`config.mk`:
```
export PLATFORM = sky130hd
export DESIGN_NAME = tdm_demux_8ch_flat
export DESIGN_NICKNAME = d
export VERILOG_FILES = /design/src/rtl/tdm_pkg.sv /design/src/rtl/tdm_demux_8ch_if.sv /design/src/rtl/tdm_slot_counter.sv /design/src/rtl/tdm_demux_8ch.sv /design/src/flat_wrapper.sv
export SDC_FILE = /design/constraint.sdc
export NUM_CORES = 1
export LEC_CHECK = 0
export CORE_MARGIN = 2
export CORE_UTILIZATION = 54
export DETAILED_ROUTE_END_ITERATION = 8
export DONT_BUFFER_PORTS = 1
export HOLD_SLACK_MARGIN = 0.12
export PLACE_DENSITY_LB_ADDON = 0.12
export SLEW_MARGIN = 20
export SYNTH_ARGS = -nofsm -noshare
export SYNTH_HDL_FRONTEND = slang
export SYNTH_HIERARCHICAL = 1
export SYNTH_SLANG_ARGS = --single-unit
```
`constraint.sdc`:
```
create_clock -name clk -period 2.3 [get_ports clk]
set_clock_uncertainty 0.2 [all_clocks]
set_input_delay 0.46 -clock clk [delete_from_list [all_inputs] [get_ports clk]]
set_output_delay 0.46 -clock clk [all_outputs]
set_load 0.01 [all_outputs]
```
`src/rtl/tdm_pkg.sv`:
```
// Shared definitions for the TDM receive demultiplexer.
// Latency: none (types and constants only).
// Backpressure: none. Build option TDM_DEMUX_PARITY_EN adds a parity slot per frame.
package tdm_pkg;

   // Receiver framing state: waiting for a sync, or tracking slots of a frame
   typedef enum logic {
      HUNT   = 1'b0,
      ACTIVE = 1'b1
   } state_t;

   localparam int NUM_CH_DEF = 8;
   localparam int SLOT_W_DEF = 4;

   // Index of the final slot in a frame; the parity slot follows the data slots
   function automatic int last_slot(input int num_ch);
`ifdef TDM_DEMUX_PARITY_EN
      return num_ch;
`else
      return num_ch - 1;
`endif
   endfunction

   localparam int LAST_SLOT = last_slot(NUM_CH_DEF);

endpackage

```
`src/rtl/tdm_demux_8ch_if.sv`:
```
// Serial TDM input and parallel frame output bundle for tdm_demux_8ch.
// Latency: none (wiring only).
// Backpressure: none; the link is free-running, din_valid qualifies each slot bit.
interface tdm_demux_8ch_if #(
   parameter int NUM_CH = 8,
   parameter int SLOT_W = 4
);
   logic              din;
   logic              din_valid;
   logic              frame_sync;
   logic [NUM_CH-1:0] dout;
   logic              frame_done;
   logic              sync_err;
   logic              locked;
   logic [SLOT_W-1:0] slot;
   logic              parity_err;

   // Link side: drives the serial stream, observes frames and status
   modport master (
      output din, din_valid, frame_sync,
      input  dout, frame_done, sync_err, locked, slot, parity_err
   );

   // Demultiplexer side
   modport slave (
      input  din, din_valid, frame_sync,
      output dout, frame_done, sync_err, locked, slot, parity_err
   );
endinterface

```
`src/rtl/tdm_slot_counter.sv`:
```
// Slot index counter: increment with wrap at LAST, load-to-1 on a frame start, clear.
// Latency: new slot value visible one cycle after the command.
// Backpressure: none; holds when no command is given.
module tdm_slot_counter #(
   parameter int SLOT_W = 4,
   parameter int LAST   = 7
) (
   input  logic              clk,
   input  logic              rst,
   input  logic              inc,
   input  logic              load_one,
   input  logic              clr,
   output logic [SLOT_W-1:0] slot,
   output logic              at_last
);
   logic [SLOT_W-1:0] slot_q, slot_d;

   // Next slot: clear beats load, load beats increment; increment wraps after LAST
   always_comb begin
      slot_d = slot_q;
      if (clr) begin
         slot_d = '0;
      end else if (load_one) begin
         slot_d = SLOT_W'(1);
      end else if (inc) begin
         slot_d = at_last ? '0 : slot_q + SLOT_W'(1);
      end
   end

   // Slot register
   always_ff @(posedge clk or posedge rst) begin
      if (rst) slot_q <= '0;
      else     slot_q <= slot_d;
   end

   assign slot    = slot_q;
   assign at_last = (slot_q == SLOT_W'(LAST));
endmodule

```
`src/rtl/tdm_demux_8ch.sv`:
```
// TDM demultiplexer: serial slot bits collected into a shadow word, published as a frame.
// Latency: dout/frame_done one cycle after the last slot bit is accepted.
// Backpressure: none; cycles with din_valid low stall the frame. Option: TDM_DEMUX_PARITY_EN.
module tdm_demux_8ch
   import tdm_pkg::*;
#(
   parameter int NUM_CH = NUM_CH_DEF,
   parameter int SLOT_W = SLOT_W_DEF
) (
   input  logic           clk,
   input  logic           rst,
   tdm_demux_8ch_if.slave bus
);
   localparam int LAST = last_slot(NUM_CH);

   state_t            state_q, state_d;
   logic [NUM_CH-1:0] shadow_q, shadow_d;
   logic [NUM_CH-1:0] dout_q, dout_d;
   logic              frame_done_q, frame_done_d;
   logic              sync_err_q, sync_err_d;
   logic              parity_err_q, parity_err_d;

   logic              cnt_inc, cnt_load_one, cnt_clr;
   logic [SLOT_W-1:0] slot;
   logic              at_last;

   tdm_slot_counter #(
      .SLOT_W (SLOT_W),
      .LAST   (LAST)
   ) u_slot_counter (
      .clk      (clk),
      .rst      (rst),
      .inc      (cnt_inc),
      .load_one (cnt_load_one),
      .clr      (cnt_clr),
      .slot     (slot),
      .at_last  (at_last)
   );

   // Framing FSM, slot routing into the shadow word and frame publication
   always_comb begin
      state_d      = state_q;
      shadow_d     = shadow_q;
      dout_d       = dout_q;
      frame_done_d = 1'b0;
      sync_err_d   = 1'b0;
      parity_err_d = 1'b0;
      cnt_inc      = 1'b0;
      cnt_load_one = 1'b0;
      cnt_clr      = 1'b0;

      if (bus.din_valid) begin
         case (state_q)
            HUNT: begin
               // Bits before the first sync are dropped silently
               if (bus.frame_sync) begin
                  shadow_d     = '0;
                  shadow_d[0]  = bus.din;
                  cnt_load_one = 1'b1;
                  state_d      = ACTIVE;
               end
            end
            default: begin
               if (bus.frame_sync) begin
                  // A sync anywhere but slot 0 abandons the partial frame and restarts
                  sync_err_d   = (slot != '0);
                  shadow_d     = '0;
                  shadow_d[0]  = bus.din;
                  cnt_load_one = 1'b1;
               end else if (slot == '0) begin
                  // Expected sync never came: lose lock and hunt again
                  sync_err_d = 1'b1;
                  state_d    = HUNT;
                  cnt_clr    = 1'b1;
               end else if (at_last) begin
                  cnt_clr = 1'b1;
`ifdef TDM_DEMUX_PARITY_EN
                  // Even parity over data plus parity bit must be zero
                  if ((^shadow_q) ^ bus.din) begin
                     parity_err_d = 1'b1;
                  end else begin
                     dout_d       = shadow_q;
                     frame_done_d = 1'b1;
                  end
`else
                  dout_d       = {bus.din, shadow_q[NUM_CH-2:0]};
                  frame_done_d = 1'b1;
`endif
               end else begin
                  for (int k = 0; k < NUM_CH; k++) begin
                     if (slot == SLOT_W'(k)) shadow_d[k] = bus.din;
                  end
                  cnt_inc = 1'b1;
               end
            end
         endcase
      end
   end

   // State, shadow word, published frame and status pulses
   always_ff @(posedge clk or posedge rst) begin
      if (rst) begin
         state_q      <= HUNT;
         shadow_q     <= '0;
         dout_q       <= '0;
         frame_done_q <= 1'b0;
         sync_err_q   <= 1'b0;
         parity_err_q <= 1'b0;
      end else begin
         state_q      <= state_d;
         shadow_q     <= shadow_d;
         dout_q       <= dout_d;
         frame_done_q <= frame_done_d;
         sync_err_q   <= sync_err_d;
         parity_err_q <= parity_err_d;
      end
   end

   assign bus.dout       = dout_q;
   assign bus.frame_done = frame_done_q;
   assign bus.sync_err   = sync_err_q;
   assign bus.parity_err = parity_err_q;
   assign bus.locked     = (state_q == ACTIVE);
   assign bus.slot       = slot;
endmodule
```
`src/flat_wrapper.sv`:
```
// flat-port wrapper written by rule: the top's interface ports become plain ports
module tdm_demux_8ch_flat import tdm_pkg::*;
#(
   parameter int NUM_CH = NUM_CH_DEF,
   parameter int SLOT_W = SLOT_W_DEF
)
  (clk, rst, bus_din, bus_din_valid, bus_frame_sync, bus_dout, bus_frame_done, bus_sync_err, bus_locked, bus_slot, bus_parity_err);
  tdm_demux_8ch_if #(.NUM_CH(NUM_CH), .SLOT_W(SLOT_W)) bus_i ();
  input  logic clk;
  input  logic rst;
  input wire logic [$bits(bus_i.din)-1:0] bus_din;
  input wire logic [$bits(bus_i.din_valid)-1:0] bus_din_valid;
  input wire logic [$bits(bus_i.frame_sync)-1:0] bus_frame_sync;
  output wire logic [$bits(bus_i.dout)-1:0] bus_dout;
  output wire logic [$bits(bus_i.frame_done)-1:0] bus_frame_done;
  output wire logic [$bits(bus_i.sync_err)-1:0] bus_sync_err;
  output wire logic [$bits(bus_i.locked)-1:0] bus_locked;
  output wire logic [$bits(bus_i.slot)-1:0] bus_slot;
  output wire logic [$bits(bus_i.parity_err)-1:0] bus_parity_err;
  assign bus_i.din = bus_din;
  assign bus_i.din_valid = bus_din_valid;
  assign bus_i.frame_sync = bus_frame_sync;
  assign bus_dout = bus_i.dout;
  assign bus_frame_done = bus_i.frame_done;
  assign bus_sync_err = bus_i.sync_err;
  assign bus_locked = bus_i.locked;
  assign bus_slot = bus_i.slot;
  assign bus_parity_err = bus_i.parity_err;
  tdm_demux_8ch #(.NUM_CH(NUM_CH), .SLOT_W(SLOT_W)) u_core (.clk(clk), .rst(rst), .bus(bus_i));
endmodule
```
---- After elaboration in Yosys (flattened, before gate mapping) ----
Index checks and enable logic that the tools add are counted.
storage, ports and cells
  bits of input ports ..................... 5
  logic and storage cells ................. 80
  register bits after elaboration ......... 22
  output and inout bits ................... 16
cells by class
  eq/ne operators ......................... 9
  multiplexer cells ....................... 38
  reductions and logical operators ........ 18
  $add $sub $neg .......................... 1
  bitwise logic cells ..................... 2
operators with widths
  kind                                                                   count
  7-bit 2-to-1 mux                                                       5
  5-bit AND reduction                                                    7
  1-bit 2-to-1 mux                                                       29
  4-bit by 3-bit equality test with 1-bit output, second input constant  4
  4-bit 2-to-1 mux                                                       4
  2-bit nonzero test                                                     7
  4-bit by 2-bit equality test with 1-bit output, second input constant  2
  4-bit by 1-bit adder with 4-bit output, second input constant          1
  4-bit by 1-bit equality test with 1-bit output, second input constant  1
  4-bit zero test                                                        1
  2-bit != test, second input constant                                   2
  4-bit nonzero test                                                     1
  3-bit nonzero test                                                     1
  1-bit inverter                                                         2
  2-bit AND reduction                                                    1

---- Logic depth before layout (Yosys ltp) ----
  depth in word-level cells ............... 9
  depth in mapped cells ................... 6
  depth with buffers taken out ............ 6

---- By module ----
The synthesis kept the hierarchy.
by module, submodules not included
  module            cells an instance  area each (sq um)  instances  sequential area each (sq um)
  tdm_demux_8ch     67                 832.0              1          450.4
  tdm_slot_counter  20                 232.7              1          100.1

---- Worst setup path before layout ----
Ideal clock, no wire load.
  kind .................................... register to register
  start ................................... reg u_core.u_slot_counter.slot_q[1], in the netlist u_core/u_slot_counter/slot[1]
  end ..................................... reg u_core.u_slot_counter.slot_q[0], in the netlist u_core/u_slot_counter/slot[0]
  library setup time ...................... 86 ps
  stages on the path, launching flop included .. 6
  slack ................................... 52 ps
  clock period less this slack ............ 2248 ps
  arrival time ............................ 1962 ps
  required time ........................... 2014 ps
  buffers on the path ..................... 0
  cell sequence ........................... dfrtp_1 ha_1 and3b_1 nor3_1 or3b_1 o221ai_2
between the ends
  word-level cells in the longest chain between the ends .. 7
  elaborated cells between the ends (all ways) .. 17
  classes of those cells .................. eq/ne: 1; mux: 14; reduce/logical: 2
RTL lines
  what                                            line                    RTL
  start: declaration                              tdm_slot_counter.sv:16  logic [SLOT_W-1:0] slot_q, slot_d;
  start signal: assignment                        tdm_slot_counter.sv:33  else slot_q <= slot_d;
  4-bit by 3-bit equality test with 1-bit output  -
  net u_core.at_last                              tdm_demux_8ch.sv:25     logic at_last;
  1-bit 2-to-1 mux                                tdm_demux_8ch.sv:75     end else if (at_last) begin
  1-bit 2-to-1 mux                                tdm_demux_8ch.sv:70     end else if (slot == '0) begin
  1-bit 2-to-1 mux                                tdm_demux_8ch.sv:64     if (bus.frame_sync) begin
  1-bit 2-to-1 mux                                tdm_demux_8ch.sv:53     case (state_q)
  1-bit 2-to-1 mux                                tdm_demux_8ch.sv:52     if (bus.din_valid) begin
  net u_core.cnt_inc                              tdm_demux_8ch.sv:23     logic cnt_inc, cnt_load_one, cnt_clr;
  3-bit nonzero test (no line)                    -
The timed path passes the listed nets, and every way through them passes these cells. The select of a mux whose other input is x is not followed.
A chain may end at the register's enable or synchronous reset.

---- Worst setup path in the final report ----
Ends and elaborated chain as after synthesis.

==> metrics.yaml <==
layout:
  fin_nets: 107
  layout-drive-gt1-share_pct: 27.3
  final_util_pct: 63.2
  antennaDiodeCount: 0
  synthToLayoutAreaGrowth_pct: 12.9
  fillerInstances: 166
worst_setup_path:
  crit_fanout: 10
  crit_required_ns: 2.32
  path_buf_inv: 1
  path_class: "reg2reg"
  path_cells: "ha_1 > and3b_1 > nor3_1 > buf_4 > or3b_2 > o221ai_2"
  cpMaxStageDelayCell: "dfrtp_1"
  critPathMaxStageDelay_ns: 0.55
  critPathLaunchType: "register"
  cp-end-kind: "register"
  cp.arrival_ns: 2.20
  path_delay_family: "simple AND/OR/NAND/NOR gates"
yosys:
  synth_commonest_cells: "dfrtp_1, mux2_2, nand2_1"
  postSynthCellCount: 87
  ys_seq_area_share_pct: 51.7
  synth_edf_count: 0
  ys_warn_count: 6
  syn-num-nets: 94
  synth_top_area_cell: "dfrtp_1"
  netlist.area_leader.share_pct: 51.7
  synth_most_common_cell: "dfrtp_1"
  yosysUniqueCellTypes: 30
  synthFlopType: "dfrtp_1"
  synthArstFlopShare_pct: 100
  syn-cell-area_um2: 1060
  synth_seq_cells: 22
  synth_area_leaders: "dfrtp_1, mux2_2, mux2i_1"
  syn_avg_cell_area_um2: 12.2
global_routing:
  grt_antenna_before_repair: 0
  grt_usage_pct: 18.1
  grt_max_degree: 19
  grt_pass1_vias: 703
  overflow: 0
  grt_first_pass_wirelength_um: 3280
floorplanning:
  dieHeight_um: 48.4
  num_io_pins: 21
  core_area_um2: 1900
  die-area_um2: 2340
  placementRows: 16
  die_w_um: 48.4
  start_util_pct: 56.0
cts:
  holdBufCountCts: 3
  clk_latency_ns: 0.29
  numCtsBuffers: 3
  cts_htree_levels: 1
  cts_tree: "yes"
  cts_resized: 0
  cts.path.max_buffers: 2
  post_cts_buffers: 0
  clock_sink_count: 22
  cts_root_buffer: "clkbuf_4"
  clkSlewWorstSetupHoldPaths_ns: 0.11
pwr:
  cellPowerDensity_nw_per_um2: 878
  ir_drop_uv: 422
  leakage_nw: 0.586
sta:
  final_max_slew_viol_count: 0
  slew_headroom_pct: 56.3
  finalHoldViolations: 0
  fmax_mhz: 459
  rsz0062_at_grt: "false"
  tns_ns: 0
  setup_viol: 0
  finalCritPeriodShare_pct: 94.8
  period_minus_slack_ns: 2.18
  hold_ws_ns: 0.146
  tightest_slew_ns: 0.654
drt:
  via_per_inst: 5.66
  firstDrtPassIters: 4
  wl_per_cell_um: 14.6
  vias: 713
  antenna_left: 0
  routed_wl_um: 1840
  drt-initial-drc-count: 8
  drcViolationCount: 0
hold_path:
  hold_class: "in2reg"
placed_design:
  place_hpwl_um: 1350
  gp_congestion: 0.772
  io_buffers: 0
status:
  status: "finished clean"
run:
  cap_violations: 0
## layout by cell type, fill, tap and decap left out, types with 2 or more instances in the layout
cell and count:
buf_4 6, a32o_1 3, clkbuf_4 3, nor3_1 2
mux2_2 10, mux2i_1 4, ha_1 2, dlygate4sd3_1 3
inv_1 6, dfrtp_1 22, nand3b_1 4, nand2_1 7
nor3b_1 2, nor2_1 3, nand3_1 3, nor2b_1 2
## power by group
group          internal (mW)  switching, mW  leakage (nW)
sequential             0.439         0.0944         0.296
combinational          0.169          0.151         0.269
clock                 0.0964          0.106        0.0210
total                  0.704          0.351         0.586
## through the flow
stage          worst slack (ns)  instance area [um2]  power (mW)  instances
5_1_grt                 0.00551                 1200        1.14        126
3_5_place_dp              0.173                 1140       0.855        119
4_1_cts                   0.128                 1200        1.07        126
3_3_place_gp              0.216                 1140       0.849        119
2_1_floorplan            0.0521                 1060       0.748         87
6_report                  0.120                 1200        1.06        126
## final cells by class
type	instances	area [um2]	share of cell area (%)
Timing Repair Buffer	9	75.1	6.24
Multi-Input combinational cell	58	484	40.3
Inverter	6	22.5	1.87
Sequential cell	22	551	45.8
Clock buffer	4	36.3	3.02
Tap cell	27	33.8	2.81
## registers in the layout (all words and copies together), names as in the netlist
signal	flops
u_core/bus.dout	8
u_core/shadow_q	7
u_core/u_slot_counter/slot	4
u_core/bus.frame_done	1
u_core/bus.locked	1
u_core/bus.sync_err	1
## cell families (layout without fill, tap and decap cells)
group | after synthesis | in the layout | synth area share [%]
AND/OR/NAND/NOR | 34 | 34 | 21.9
flip-flops | 22 | 22 | 51.7
multiplexers | 14 | 14 | 14.3
AO/OA/AOI/OAI | 7 | 7 | 6.58
buffers and inverters | 7 | 19 | 2.82
adder cells (fa/ha/maj) | 2 | 2 | 2.35
other | 1 | 1 | 0.352
## final timing paths
check | to | cells after the start | startpoint | slack (ns)
worst max-delay path | u_core/u_slot_counter/slot[0]$_DFFE_PP0P_ | 6 | u_core/u_slot_counter/slot[1]$_DFFE_PP0P_ | 0.12
worst min-delay path | u_core/shadow_q[5]$_DFFE_PP0P_ | 2 | bus_din | 0.15
max in group asynchronous | u_core/shadow_q[3]$_DFFE_PP0P_ | 2 | rst | 0.98
worst max register to register | u_core/u_slot_counter/slot[0]$_DFFE_PP0P_ | 6 | u_core/u_slot_counter/slot[1]$_DFFE_PP0P_ | 0.12
worst min register to register | u_core/bus.dout[5]$_DFFE_PP0P_ | 1 | u_core/shadow_q[5]$_DFFE_PP0P_ | 0.32
min in group asynchronous | u_core/u_slot_counter/slot[3]$_DFFE_PP0P_ | 2 | rst | 0.29
## metal layers
layer | up-vias | GRT usage (%) | wire length [um]
met5 | - | 0 | 0
met4 | 0 | 10.5 | 31
met3 | 6 | 4.32 | 71
met2 | 14 | 31.0 | 900
met1 | 352 | 20.7 | 839
li1 | 341 | - | -
(Power assumes the default switching activity.)
